### src/rtl/cpu_flags_mt_pkg.sv
// Shared flag bit positions, condition encoding, defaults and FSM state type for cpu_flags_mt.
// No logic; constants and types only.
package cpu_flags_mt_pkg;

    localparam int FLAG_ZERO     = 0;
    localparam int FLAG_ONE      = 1;
    localparam int FLAG_CARRY    = 2;
    localparam int FLAG_USER0    = 3;

    localparam int DEF_N_FLAGS   = 4;
    localparam int DEF_N_THREADS = 16;

    // Condition code 0 is "always"; code k selects flag k-1, MSB inverts.
    localparam int COND_ALWAYS   = 0;

    typedef enum logic {
        ST_INIT,
        ST_RUN
    } state_t;

endpackage

### src/rtl/cpu_flags_stack.sv
// Per-thread flag stack storage: N_THREADS*STACK_DEPTH words of N_FLAGS bits.
// Synchronous write, asynchronous read; contents are never reset.
// Always accepts a write; no backpressure.
module cpu_flags_stack
    import cpu_flags_mt_pkg::*;
#(
    parameter int N_FLAGS     = DEF_N_FLAGS,
    parameter int N_THREADS   = DEF_N_THREADS,
    parameter int STACK_DEPTH = 4,
    parameter int AW          = 6
) (
    input  logic               CLK,
    input  logic               wr_en,
    input  logic [AW-1:0]      wr_addr,
    input  logic [N_FLAGS-1:0] wr_dat,
    input  logic [AW-1:0]      rd_addr,
    output logic [N_FLAGS-1:0] rd_dat
);

    logic [N_FLAGS-1:0] mem [N_THREADS*STACK_DEPTH];

    always_ff @(posedge CLK) begin
        if (wr_en) begin
            mem[wr_addr] <= wr_dat;
        end
    end

    assign rd_dat = mem[rd_addr];

endmodule

### src/rtl/cpu_flags_mt.sv
// Multi-threaded CPU flag register with per-thread context memory, flag stack and condition evaluation.
// flags updates one cycle after a strobe; condition_is_true is combinational; stack_err pulses one cycle later.
// No backpressure: strobes are dropped while busy (post-reset memory sweep).
module cpu_flags_mt
    import cpu_flags_mt_pkg::*;
#(
    parameter int N_FLAGS     = DEF_N_FLAGS,
    parameter int N_THREADS   = DEF_N_THREADS,
    parameter int STACK_DEPTH = 4,
    parameter int COND_LEN    = 4,
    localparam int N_THREADS_MSB = (N_THREADS > 1) ? $clog2(N_THREADS) - 1 : 0
) (
    input  logic                     CLK,
    input  logic                     RST,
    input  logic [N_THREADS_MSB:0]   thread_num,
    input  logic                     load_en,
    input  logic                     save_en,
    input  logic                     set_flags,
    input  logic [N_FLAGS-1:0]       iop_flag_mask,
    input  logic [N_FLAGS-1:0]       flags_in,
    input  logic                     push_en,
    input  logic                     pop_en,
    input  logic [COND_LEN-1:0]      op_condition,
    output logic [N_FLAGS-1:0]       flags,
    output logic                     condition_is_true,
    output logic                     stack_err,
    output logic                     busy
);

    localparam int TW  = N_THREADS_MSB + 1;
    localparam int SPW = $clog2(STACK_DEPTH + 1);
    localparam int SIW = $clog2(STACK_DEPTH);
    localparam int EW  = N_FLAGS + SPW;
    localparam int CIW = COND_LEN - 1;

    state_t             state, state_nxt;
    logic [TW-1:0]      init_cnt;
    logic [TW-1:0]      cur_thread, thread_nxt;
    logic [SPW-1:0]     sp, sp_nxt, sp_m1;
    logic [N_FLAGS-1:0] flags_nxt, stack_rd;
    logic               run, do_load, do_push, do_pop;
    logic               push_ok, push_ovf, pop_ok, pop_unf;

    logic [EW-1:0]      ctx_mem [N_THREADS];
    logic               mem_we;
    logic [TW-1:0]      mem_waddr;
    logic [EW-1:0]      mem_wdat, ctx_rd;
    logic [CIW-1:0]     cidx;

    always_ff @(posedge CLK or posedge RST) begin
        if (RST) begin
            state    <= ST_INIT;
            init_cnt <= '0;
        end else begin
            state <= state_nxt;
            if (state == ST_INIT) begin
                init_cnt <= init_cnt + 1'b1;
            end
        end
    end

    always_comb begin
        state_nxt = state;
        busy      = 1'b0;
        case (state)
            ST_INIT: begin
                busy = 1'b1;
                if (init_cnt == TW'(N_THREADS - 1)) begin
                    state_nxt = ST_RUN;
                end
            end
            default: state_nxt = ST_RUN;
        endcase
    end

    // The init sweep owns the context memory write port while busy.
    always_comb begin
        mem_we    = 1'b0;
        mem_waddr = thread_num;
        mem_wdat  = {flags, sp};
        if (busy) begin
            mem_we    = 1'b1;
            mem_waddr = init_cnt;
            mem_wdat  = '0;
        end else if (save_en) begin
            mem_we = 1'b1;
        end
    end

    always_ff @(posedge CLK) begin
        if (mem_we) begin
            ctx_mem[mem_waddr] <= mem_wdat;
        end
    end

    // Load and save share thread_num, so a same-cycle load sees the live context.
    assign ctx_rd = save_en ? {flags, sp} : ctx_mem[thread_num];

    assign sp_m1 = sp - 1'b1;

    cpu_flags_stack #(
        .N_FLAGS     (N_FLAGS),
        .N_THREADS   (N_THREADS),
        .STACK_DEPTH (STACK_DEPTH),
        .AW          (TW + SIW)
    ) u_stack (
        .CLK     (CLK),
        .wr_en   (push_ok),
        .wr_addr ({cur_thread, sp[SIW-1:0]}),
        .wr_dat  (flags),
        .rd_addr ({cur_thread, sp_m1[SIW-1:0]}),
        .rd_dat  (stack_rd)
    );

    always_comb begin
        run      = (state == ST_RUN);
        do_load  = run & load_en;
        do_push  = run & push_en & ~pop_en & ~load_en;
        do_pop   = run & pop_en & ~push_en & ~load_en;
        push_ok  = do_push & (sp != SPW'(STACK_DEPTH));
        push_ovf = do_push & (sp == SPW'(STACK_DEPTH));
        pop_ok   = do_pop & (sp != '0);
        pop_unf  = do_pop & (sp == '0);

        flags_nxt  = flags;
        sp_nxt     = sp;
        thread_nxt = cur_thread;
        if (do_load) begin
            {flags_nxt, sp_nxt} = ctx_rd;
            thread_nxt          = thread_num;
        end else if (do_pop) begin
            if (pop_ok) begin
                flags_nxt = stack_rd;
                sp_nxt    = sp_m1;
            end
        end else begin
            if (push_ok) begin
                sp_nxt = sp + 1'b1;
            end
            if (run && set_flags && !push_ovf) begin
                flags_nxt = (flags & ~iop_flag_mask) | (flags_in & iop_flag_mask);
            end
        end
    end

    always_ff @(posedge CLK or posedge RST) begin
        if (RST) begin
            flags      <= '0;
            sp         <= '0;
            cur_thread <= '0;
            stack_err  <= 1'b0;
        end else begin
            flags      <= flags_nxt;
            sp         <= sp_nxt;
            cur_thread <= thread_nxt;
            stack_err  <= push_ovf | pop_unf;
        end
    end

    always_comb begin
        cidx              = op_condition[CIW-1:0] - 1'b1;
        condition_is_true = 1'b0;
        if (op_condition == COND_LEN'(COND_ALWAYS)) begin
            condition_is_true = 1'b1;
        end else begin
            for (int i = 0; i < N_FLAGS; i++) begin
                if (cidx == CIW'(i)) begin
                    condition_is_true = flags[i] ^ op_condition[COND_LEN-1];
                end
            end
        end
    end

endmodule

### config.mk
export PLATFORM = sky130hd
export DESIGN_NAME = cpu_flags_mt
export DESIGN_NICKNAME = d
export VERILOG_FILES = /design/src/rtl/cpu_flags_mt_pkg.sv /design/src/rtl/cpu_flags_stack.sv /design/src/rtl/cpu_flags_mt.sv
export SDC_FILE = /design/constraint.sdc
export NUM_CORES = 1
export LEC_CHECK = 0
export BUFFER_PORTS_ARGS = -buffer_cell sky130_fd_sc_hd__buf_2
export CAP_MARGIN = 30
export CORE_ASPECT_RATIO = 1.75
export CORE_UTILIZATION = 45
export DETAILED_ROUTE_END_ITERATION = 16
export HOLD_SLACK_MARGIN = 0.12
export SLEW_MARGIN = 20
export SYNTH_ARGS = -nofsm -noshare
export SYNTH_HDL_FRONTEND = slang
export SYNTH_SLANG_ARGS = --single-unit
### constraint.sdc
create_clock -name CLK -period 5 [get_ports CLK]
set_input_delay 0.5 -clock CLK [delete_from_list [all_inputs] [get_ports CLK]]
set_output_delay 0.5 -clock CLK [all_outputs]
set_load 0.05 [all_outputs]
[Word-level counts from Yosys, hierarchy flattened]
Memory sizes are Yosys's and may differ from the RTL's.
Cells that the tools add are included.
Widths: inputs -> output; s select.
Storage, ports and cells
  word-level logic and storage cells: 79
  output and inout bits: 7
  RAM bits: 368
  memories: 2
  register bits after elaboration: 17
Memories
  u_stack.mem: depth 64, bits a word 4, rd ports 1, clocked after memory_dff 0, wr ports 1, RTL line cpu_flags_stack.sv:20  | logic [N_FLAGS-1:0] mem [N_THREADS*STACK_DEPTH];
  ctx_mem: depth 16, bits a word 7, rd ports 1, clocked after memory_dff 0, wr ports 1, RTL line cpu_flags_mt.sv:44  | logic [EW-1:0] ctx_mem [N_THREADS];
Cells by class
  reduce and logical (&&, ||, !) cells: 11
  muxes and demuxes: 25
  equal/unequal tests: 8
  $add $sub $neg: 4
  bitwise gates (word level): 23
Operators by type and width (number)
  $mux 4: 5
  $mux 1: 14
  $mux 7: 2
  $mux 3: 4
  $and 1x1->1: 11
  $reduce_bool 3->1: 3
  $and 4x4->4: 2
  $eq 3x2->1 const B: 2
  $logic_not 3->1: 2
  $reduce_and 3->1: 2
  $sub 3x1->3 const B: 2
  $add 4x1->4 const B: 1
  $eq 4x4->1 const B: 1
  $logic_not 4->1: 1
  $not 4->4: 1
  $or 4x4->4: 1
  $xor 1x1->1: 4
  $add 3x1->3 const B: 1
  $eq 3x1->1 const B: 1
  $eq 3x3->1 const B: 1
  $ne 3x2->1 const B: 1
  $ne 3x3->1 const B: 1
  $not 1->1: 3
  $logic_and 1x1->1: 2
  3 further kinds: 3

[Logic depth before layout (Yosys ltp)]
Gate-level depths: netlist (run 1).
  word-level depth: 9
  gate-level depth with buffers: 16
  depth with buffers taken out: 8

[Cells and area by module]
Synthesis (run 1) repeated with hierarchy kept, for this count alone.
Unflattened totals
  cell total of the unflattened synthesis: 914
  area total of the unflattened synthesis: 15996.6 sq um
By module, submodules not included
  cpu_flags_stack: cells an instance 517, sequential area each 7687.4 sq um, instances 1, area an instance 10327.4 sq um
  cpu_flags_mt: cells an instance 397, sequential area each 3788.6 sq um, instances 1, area an instance 5669.2 sq um

[Worst setup path before layout (run 1)]
No wires, ideal clock.
  kind: register to register
  from: reg sp[0]
  to: reg (tool-made name)
  path buffers: 8
  stages on the path, launching flop included: 16
  clock period less this slack: 3337 ps
  arrival time: 3192 ps
  setup time: 145 ps
  path slack: 1663 ps
  path through: dfrtp_1 -> buf_6 -> buf_6 -> buf_4 -> inv_1 -> buf_2 -> ha_1 -> buf_2 -> buf_2 -> buf_2 -> buf_2 -> mux4_2 -> a31oi_1 -> o21ai_0 -> o31ai_1 -> a31oi_1
RTL lines
  start: declaration: RTL line cpu_flags_mt.sv:39  | logic [SPW-1:0] sp, sp_nxt, sp_m1;
  start signal: assignment: RTL line cpu_flags_mt.sv:154  | sp <= sp_nxt;

==> flow_metrics.env, run 1 <==
export IMPL_clock_sinks=385
export IMPL_grt_use_total_pct=22.5
export IMPL_worst_path_max_fanout=35
export IMPL_rows=90
export IMPL_critPathLaunchType="flop"
export IMPL_dieArea_mm2=0.0357
export IMPL_ant_nets=0
export IMPL_place_congestion=0.833
export IMPL_drt_iter0_drc=615
export IMPL_worst_slew_pin_slew_ns=0.937
export IMPL_ys_ff_latch=385
export IMPL_wire_per_inst_um=26.9
export IMPL_max_slew_margin_rel_pct=37.1
export IMPL_required_ns=5.34
export IMPL_fin_crit_ns=3.33
export IMPL_crit_type="flop to flop"
export IMPL_ys_warn_count=0
export IMPL_dr_pass1_iters=5
export IMPL_nNetsFinal=959
export IMPL_post_route_drc_count=0
export IMPL_power_density_mw_per_mm2=440
export IMPL_antenna_found_initial=0
export IMPL_r2r_cells=9
export IMPL_clkTransAtPathRegs_ns=0.07
export IMPL_reg2reg_setup_slack_ns=1.67
export IMPL_p_leak_nw=5.63
export IMPL_tns_ns=0
export IMPL_worst_slack_ns=1.67
export IMPL_worstSkewPairLatency_ns=0.53
export IMPL_vias=8162
export IMPL_start_util_pct=45.6
export IMPL_grt_max_degree=58
export IMPL_numCtsBuffers=35
export IMPL_grt_overflow=0
export IMPL_num_antenna_cells=0
export IMPL_rsz0062_at_grt="false"
export IMPL_hold_class="input port to flop"
export IMPL_final_layout_size_suffix_gt1_share_pct=18.5
export IMPL_end_kind="flop"
export IMPL_ir_drop_v=0.000366
export IMPL_status="complete, no violations"
export IMPL_dpl_hpwl_um=26300
export IMPL_cts_tree="built"
export IMPL_finalCritPeriodShare_pct=66.6
export IMPL_synthesis_instances=893
export IMPL_io_pins=30
export IMPL_grt_pass1_wl_um=56500
export IMPL_syn_num_nets=921
export IMPL_async_flop_share_pct=4.42
export IMPL_crit_arrival_ns=3.66
export IMPL_synthToLayoutAreaGrowth_pct=11.1
export IMPL_ys_seq_area_share_pct=73.0
export IMPL_synth_area_mm2=0.0157
export IMPL_min_delay_path_depth=3
export IMPL_dieHeight_um=249
export IMPL_setup_viol=0
export IMPL_hold_violations=0
export IMPL_synthFlopType="edfxtp_1"
export IMPL_die_w_um=143
export IMPL_port_buffer_count=29
export IMPL_slew_viol_final=0
export IMPL_viasPerCell=5.78
export IMPL_clk_path_buf_depth=3
export IMPL_syn_area_per_cell_um2=17.6
export IMPL_routed_wl_um=38000
export IMPL_htreeDepth=2
export IMPL_max_freq_mhz=300
export IMPL_worst_clock_skew_ns=0.0150
export IMPL_power_mw=7.69
export IMPL_grt_pass1_vias=8690
export IMPL_synth_edff_count=368
export IMPL_place_ws_ns=1.74
export IMPL_core_area_mm2=0.0345
export IMPL_cts_root_buf="clkbuf_16"
export IMPL_drv_cap=0
export IMPL_synth_cell_types=56
==> final cells by class <==
| type | count | area [µm²] |
|---|---|---|
| Clock buffer | 43 | 948 |
| Clock inverter | 15 | 129 |
| Fill cell | 2889 | 17000 |
| Inverter | 8 | 30.0 |
| Multi-Input combinational cell | 452 | 4010 |
| Sequential cell | 385 | 11500 |
| Tap cell | 460 | 576 |
| Timing Repair Buffer | 49 | 298 |
==> flip-flops by register name, summed over array words and instances (netlist names), named ones only <==
signal,cells
cur_thread,4
stack_err,1
ctx_mem,112
sp,3
init_cnt,4
u_stack.mem,256
run,1
==> critical path: stages (launching register included) <==
cell and delay, ns:
dfrtp_1 0.45, inv_1 0.14, ha_4 0.66, buf_4 0.36, mux4_2 0.34, mux2i_1 0.25
o22a_1 0.18, o21ai_0 0.07, o41ai_1 0.46, a41oi_1 0.19
==> cells by family after synthesis <==
group | synth area share [%]
and+or+nand+nor | 6.00
AOI/OAI and AO/OA | 4.41
buffers and inverters | 1.66
DFF | 73.0
xor gates and xnor gates | 0.278
muxes | 14.3
adders and majority gates | 0.398
==> metal layers <==
| layer | vias to the layer above | part of all wire (%) | track usage [%] |
|---|---|---|---|
| li1 | 3629 | - | - |
| met1 | 4203 | 34 | 23.9 |
| met2 | 241 | 57 | 42.3 |
| met3 | 89 | 3.9 | 2.73 |
| met4 | 0 | 5.5 | 12.0 |
| met5 | - | 0 | 0 |
==> report_power, final <==
group / total [mW] / internal, mW / switching, mW
clock: 2.60 / 1.45 / 1.15
combinational: 1.23 / 0.461 / 0.771
sequential: 3.86 / 3.76 / 0.0978
==> cells in the final DEF (no fill, tap or decap), drive strengths merged, types with 3 or more instances in the layout <==
cell and count:
nand3b 3, and2 6, xnor2 4, inv 8, clkinv 12, a221oi 4, ha 5, a21oi 22
nand2b 7, nor2b 14, buf 48, a2bb2oi 3, o21ai 14, mux4 70, dfrtp 17, clkbuf 43
a41oi 3, a22oi 10, edfxtp 368, o22ai 5, o211ai 4, or3 3, a211oi 4, a31oi 9
and3 5, nor3 5, a32oi 5, o31ai 3, nor2 106, mux2i 54, nand3 12, nor3b 5
a2111oi 3, nand2 35, mux2 10
==> cells in the mapped netlist (all sizes together), types with 4 or more instances <==
master,n,share of area (%)
o211ai,4,0.19
mux2i,54,3.4
and3,5,0.20
nor3b,5,0.24
and2,6,0.24
nor2,106,2.5
mux4,70,10
inv,7,0.17
a221oi,4,0.22
nand2,35,0.84
ha,5,0.40
buf,27,0.97
nand3,12,0.38
a31oi,9,0.36
nand2b,7,0.28
dfrtp,17,2.7
a211oi,4,0.19
a21oi,22,0.70
mux2,10,0.72
edfxtp,368,70
a32oi,5,0.28
nor2b,14,0.56
nor3,5,0.16
xnor2,4,0.22
o22ai,5,0.20
clkbuf,21,0.50
a22oi,10,0.48
o21ai,14,0.45
==> per-stage QoR <==
step,instances,cell area [µm²],hold WS (ns),utilization [%]
5_1_grt,1412,17500,0.378,50.7
3_3_place_gp,1352,16400,0.573,47.5
2_1_floorplan,893,15700,0.426,-
3_5_place_dp,1352,16400,0.569,47.5
4_1_cts,1411,17500,0.355,50.7
6_report,1412,17500,0.368,50.7
==> repair_timing <==
item / CTS / global route
hold buffers: 1 / 0
setup buffers: 0 / 0
gates resized for setup: 0 / 0
endpoints found under the hold margin: 12 / 0
==> worst paths after layout <==
check,to,from
setup reg to reg,flop,sp[1]
min in group asynchronous,sp[2],RST
hold / removal,stack_err,push_en
max in group asynchronous,asynchronous set/reset pin,RST
hold reg to reg,init_cnt[3],init_cnt[3]
setup / recovery,flop,sp[1]
Power figures use the tool's default switching activity.
==> run 2, diff against run 1 <==
==> constraint.sdc (replaced) <==
create_clock -name CLK -period 3.21 [get_ports CLK]
set_input_delay 0.321 -clock CLK [delete_from_list [all_inputs] [get_ports CLK]]
set_output_delay 0.321 -clock CLK [all_outputs]
set_load 0.05 [all_outputs]
==> flow_metrics.env, run 2 (same netlist as run 1, synthesis figures left out) <==
export IMPL_crit_arrival_ns=3.34
export IMPL_post_cts_resized=0
export IMPL_final_layout_size_suffix_gt1_share_pct=21.0
export IMPL_htreeDepth=2
export IMPL_required_ns=3.55
export IMPL_crit_slowest_cell="o41ai_1"
export IMPL_post_route_drc_count=0
export IMPL_cts_tree="built"
export IMPL_worst_slew_pin_slew_ns=0.878
export IMPL_worst_clock_skew_ns=0.0213
export IMPL_core_area_mm2=0.0345
export IMPL_drt_iter0_drc=692
export IMPL_hold_violations=0
export IMPL_grt_overflow=0
export IMPL_final_cell_area_mm2=0.0177
export IMPL_post_cts_setup_buffer_count=0
export IMPL_setup_viol=0
export IMPL_dpl_hpwl_um=27200
export IMPL_port_buffer_count=29
export IMPL_regMostFlops="u_stack.mem"
export IMPL_cts_root_buf="clkbuf_16"
export IMPL_dr_pass1_iters=5
export IMPL_worstSkewPairLatency_ns=0.52
export IMPL_clkTransAtPathRegs_ns=0.07
export IMPL_start_util_pct=45.6
export IMPL_slew_viol_final=0
export IMPL_drv_cap=0
export IMPL_path_cells="inv_1 -> ha_4 -> buf_4 -> mux4_2 -> mux2i_1 -> o22a_1 -> o21ai_0 -> o41ai_1 -> a41oi_1"
export IMPL_die_w_um=143
export IMPL_crit_path_start="sp[1]"
export IMPL_cp_top_family="compound AO/OA/AOI/OAI gates"
export IMPL_rsz0062_at_grt="false"
export IMPL_antenna_found_initial=0
export IMPL_fin_crit_ns=3.00
export IMPL_numCtsBuffers=34
export IMPL_reg2reg_from="sp[1]"
export IMPL_critPathLaunchType="flop"
export IMPL_grt_pass1_vias=8780
export IMPL_power_density_mw_per_mm2=672
export IMPL_status="complete, no violations"
export IMPL_hold_class="input port to flop"
export IMPL_final_cell_mix="edfxtp_1 (368), nor2_1 (106), mux4_2 (65), mux2i_1 (54), buf_4 (39)"
export IMPL_final_common_cell="edfxtp_1"
export IMPL_vias=8161
export IMPL_reg_largest_list="u_stack.mem (256), ctx_mem (112)"
export IMPL_grt_pass1_wl_um=56500
export IMPL_num_antenna_cells=0
export IMPL_p_leak_nw=5.76
export IMPL_dpl_cell_area_mm2=0.0166
export IMPL_finalCritPeriodShare_pct=93.3
export IMPL_largest_register_ffs=256
export IMPL_tns_ns=0
export IMPL_wire_per_inst_um=26.5
export IMPL_place_congestion=0.868
export IMPL_power_mw=11.9
export IMPL_clk_path_buf_depth=3
export IMPL_rows=90
export IMPL_dieHeight_um=249
export IMPL_cp_num_buf_inv=2
export IMPL_ant_nets=0
export IMPL_cpPeakStageDelay_ns=0.54
export IMPL_synthToLayoutAreaGrowth_pct=12.5
export IMPL_final_core_util_pct=51.4
export IMPL_min_from="pop_en"
export IMPL_viasPerCell=5.67
export IMPL_max_slew_margin_rel_pct=41.3
export IMPL_routed_wl_um=38100
export IMPL_grt_use_total_pct=22.4
export IMPL_clock_sinks=385
export IMPL_io_pins=30
export IMPL_end_kind="flop"
export IMPL_dieArea_mm2=0.0357
export IMPL_ir_drop_v=0.000503
export IMPL_grt_max_degree=49
export IMPL_max_freq_mhz=334
export IMPL_nNetsFinal=984
export IMPL_crit_type="flop to flop"
export IMPL_worst_path_max_fanout=19
-- run 2: cell count changes in the layout (fill, tap and decap cells not counted), moves of 2 or more --
cell	change
buf_4	+20
clkbuf_8	+2
clkbuf_1	-2
clkbuf_16	-2
buf_12	+5
clkinv_2	+3
clkinvlp_4	+3
-- run 2: path summary, 6_finish.rpt --
path                       slack (ns)  cells past startpoint                    endpoint
max                              0.21                      9                        flop
min                              0.21                      3                   stack_err
max reg2reg                      0.21                      9                        flop
min reg2reg                      0.58                      1                 init_cnt[0]
max in group asynchronous        2.21                      3  asynchronous set/reset pin
min in group asynchronous        0.47                      3                   stack_err
-- run 2: area by class of cell --
type | count | area [µm²]
Clock buffer | 41 | 918
Multi-Input combinational cell | 452 | 4010
Inverter | 8 | 30.0
Sequential cell | 385 | 11500
Clock inverter | 19 | 125
Fill cell | 2837 | 16800
Timing Repair Buffer | 75 | 559
Tap cell | 460 | 576
-- run 2: stage by stage --
step	instances	hold slack, ns	setup slack [ns]
global placement	1378	0.474	0.254
CTS	1440	0.208	0.185
detailed placement	1379	0.494	0.192
finish	1440	0.214	0.214
floorplan	893	0.247	0.00159
global route	1440	0.216	0.0000608
-- run 2: report_power, final --
group | internal [mW] | switching (mW) | leakage, nW | total, mW
Sequential | 5.85 | 0.0699 | 3.51 | 5.92
Combinational | 0.803 | 1.30 | 1.75 | 2.11
Clock | 2.13 | 1.74 | 0.504 | 3.87
-- run 2: what timing repair did --
action / in CTS / in global routing
endpoints found under the hold margin: 17 / 0
hold buffers: 1 / 0
endpoints found under the setup margin: 0 / 0
-- run 2: worst min-delay path, cell delays in order --
cell       delay (ns)
buf_2            0.10
nand4bb_1        0.15
o21ai_0          0.10
-- run 2: layer usage --
| layer | vias up | part of all wire (%) | global-route usage [%] | routed length [µm] |
|---|---|---|---|---|
| li1 | 3693 | - | - | - |
| met1 | 4147 | 33 | 22.9 | 12600 |
| met2 | 221 | 57 | 42.8 | 21900 |
| met3 | 100 | 3.3 | 2.50 | 1240 |
| met4 | 0 | 6.2 | 13.4 | 2350 |
| met5 | - | 0 | 0 | 0 |
==> run 3, diff against run 2 <==
--- a/config.mk
+++ b/config.mk
@@ -11,6 +11,7 @@
 export CORE_UTILIZATION = 45
 export DETAILED_ROUTE_END_ITERATION = 16
 export HOLD_SLACK_MARGIN = 0.12
+export SETUP_SLACK_MARGIN = 0.5
 export SLEW_MARGIN = 20
 export SYNTH_ARGS = -nofsm -noshare
 export SYNTH_HDL_FRONTEND = slang
==> flow_metrics.env, run 3 (same netlist as run 1, synthesis figures left out) <==
export IMPL_status="complete, no violations"
export IMPL_cts_root_buf="clkbuf_16"
export IMPL_r2r_cells=9
export IMPL_grt_pass1_vias=8837
export IMPL_viasPerCell=5.77
export IMPL_final_cell_mix="edfxtp_1 (368), nor2_1 (104), mux4_2 (65), buf_4 (51), mux2i_1 (50)"
export IMPL_required_ns=3.57
export IMPL_final_layout_size_suffix_gt1_share_pct=23.9
export IMPL_crit_arrival_ns=3.07
export IMPL_place_congestion=0.864
export IMPL_worst_path_max_fanout=15
export IMPL_clock_sinks=385
export IMPL_ir_drop_v=0.000515
export IMPL_fin_crit_ns=2.71
export IMPL_nNetsFinal=1001
export IMPL_dieArea_mm2=0.0357
export IMPL_cts_tree="built"
export IMPL_hold_class="input port to flop"
export IMPL_die_w_um=143
export IMPL_grt_max_degree=43
export IMPL_start_util_pct=45.6
export IMPL_clkTransAtPathRegs_ns=0.07
export IMPL_routed_wl_um=39200
export IMPL_min_from="load_en"
export IMPL_dr_pass1_iters=4
export IMPL_drv_cap=0
export IMPL_setup_viol=0
export IMPL_core_area_mm2=0.0345
export IMPL_grt_pass1_wl_um=57800
export IMPL_hold_violations=0
export IMPL_slew_viol_final=0
export IMPL_worstHoldEndpoint="cur_thread[3]"
export IMPL_ant_nets=0
export IMPL_antenna_found_initial=0
export IMPL_clk_path_buf_depth=3
export IMPL_power_density_mw_per_mm2=692
export IMPL_hold_ws_ns=0.199
export IMPL_reg2reg_from="sp[0]"
export IMPL_reg2reg_setup_slack_ns=0.50
export IMPL_tns_ns=0
export IMPL_largest_register_ffs=256
export IMPL_io_pins=30
export IMPL_vias=8424
export IMPL_worstSkewPairLatency_ns=0.53
export IMPL_rsz0062_at_grt="true"
export IMPL_rows=90
export IMPL_worst_clock_skew_ns=0.0197
export IMPL_worst_slew_pin_slew_ns=0.783
export IMPL_reg_largest_list="u_stack.mem (256), ctx_mem (112)"
export IMPL_post_route_drc_count=0
export IMPL_num_antenna_cells=0
export IMPL_power_mw=12.5
export IMPL_wire_per_inst_um=26.9
export IMPL_final_core_util_pct=52.4
export IMPL_crit_type="flop to flop"
export IMPL_min_delay_path_depth=3
export IMPL_end_kind="flop"
export IMPL_port_buffer_count=29
export IMPL_finalCritPeriodShare_pct=84.3
export IMPL_grt_overflow=0
export IMPL_dpl_hpwl_um=27000
export IMPL_fillers=2794
export IMPL_regMostFlops="u_stack.mem"
export IMPL_synthToLayoutAreaGrowth_pct=14.8
export IMPL_numCtsBuffers=34
export IMPL_max_slew_margin_rel_pct=47.8
export IMPL_max_freq_mhz=370
export IMPL_p_leak_nw=5.93
export IMPL_drt_iter0_drc=677
export IMPL_grt_use_total_pct=23.1
export IMPL_dieHeight_um=249
export IMPL_htreeDepth=2
export IMPL_critPathLaunchType="flop"
export IMPL_final_common_cell="edfxtp_1"
run 3: repair_timing:
| item | 4_1_cts | 5_1_grt |
|---|---|---|
| hold buffers | 1 | 0 |
| cloned | 1 | 0 |
| hold endpoints to repair | 17 | 0 |
| pin swaps | 4 | 8 |
| buffers inserted | 9 | 4 |
| resized for setup | 12 | 17 |
| setup endpoints to repair | 24 | 15 |
run 3: stage by stage:
| step | instances | worst slack (ns) | area, µm² |
|---|---|---|---|
| global route | 1459 | 0.433 | 18100 |
| floorplan | 893 | 0.173 | 15800 |
| detailed placement | 1382 | 0.0953 | 16700 |
| finish | 1459 | 0.504 | 18100 |
| CTS | 1455 | 0.501 | 18000 |
| global placement | 1382 | 0.253 | 16700 |
run 3: critical path: stages, from the launching register on:
cell      delay, ns
dfrtp_4        0.48
inv_8          0.04
ha_4           0.35
buf_12         0.13
buf_12         0.15
mux4_2         0.31
o21ai_1        0.28
o211ai_1       0.22
o41ai_2        0.41
a41oi_1        0.17
run 3: per-layer routing:
metal / track usage, % / vias up / share of wire [%]
li1: - / 3723 / -
met1: 24.1 / 4304 / 33
met2: 44.1 / 307 / 58
met3: 2.71 / 90 / 4.4
met4: 12.1 / 0 / 5.1
met5: 0 / - / 0
run 3: how the worst max path moves through the flow:
stage / from / end / depth (start not counted)
after floorplan: sp[0] / flop / 14
after global placement: sp[1] / flop / 9
after detailed placement: sp[1] / flop / 9
after CTS: sp[0] / flop / 11
after global routing: sp[0] / flop / 10
final: sp[0] / flop / 9
run 3: power breakdown:
part | total, mW | internal, mW | switching, mW | leakage [nW]
combinational | 2.45 | 1.03 | 1.42 | 1.87
clock | 4.12 | 2.35 | 1.77 | 0.550
sequential | 5.94 | 5.85 | 0.0883 | 3.50
total | 12.5 | 9.23 | 3.28 | 5.93
run 3: cell type report:
type | instances | area [µm²] | area share (%)
inverter | 8 | 37.5 | 0.208
sequential | 385 | 11500 | 63.6
multi-input combinational | 452 | 4090 | 22.6
clock inverter | 18 | 165 | 0.914
tap | 460 | 576 | 3.19
timing repair buffer | 92 | 758 | 4.20
clock buffer | 44 | 952 | 5.27
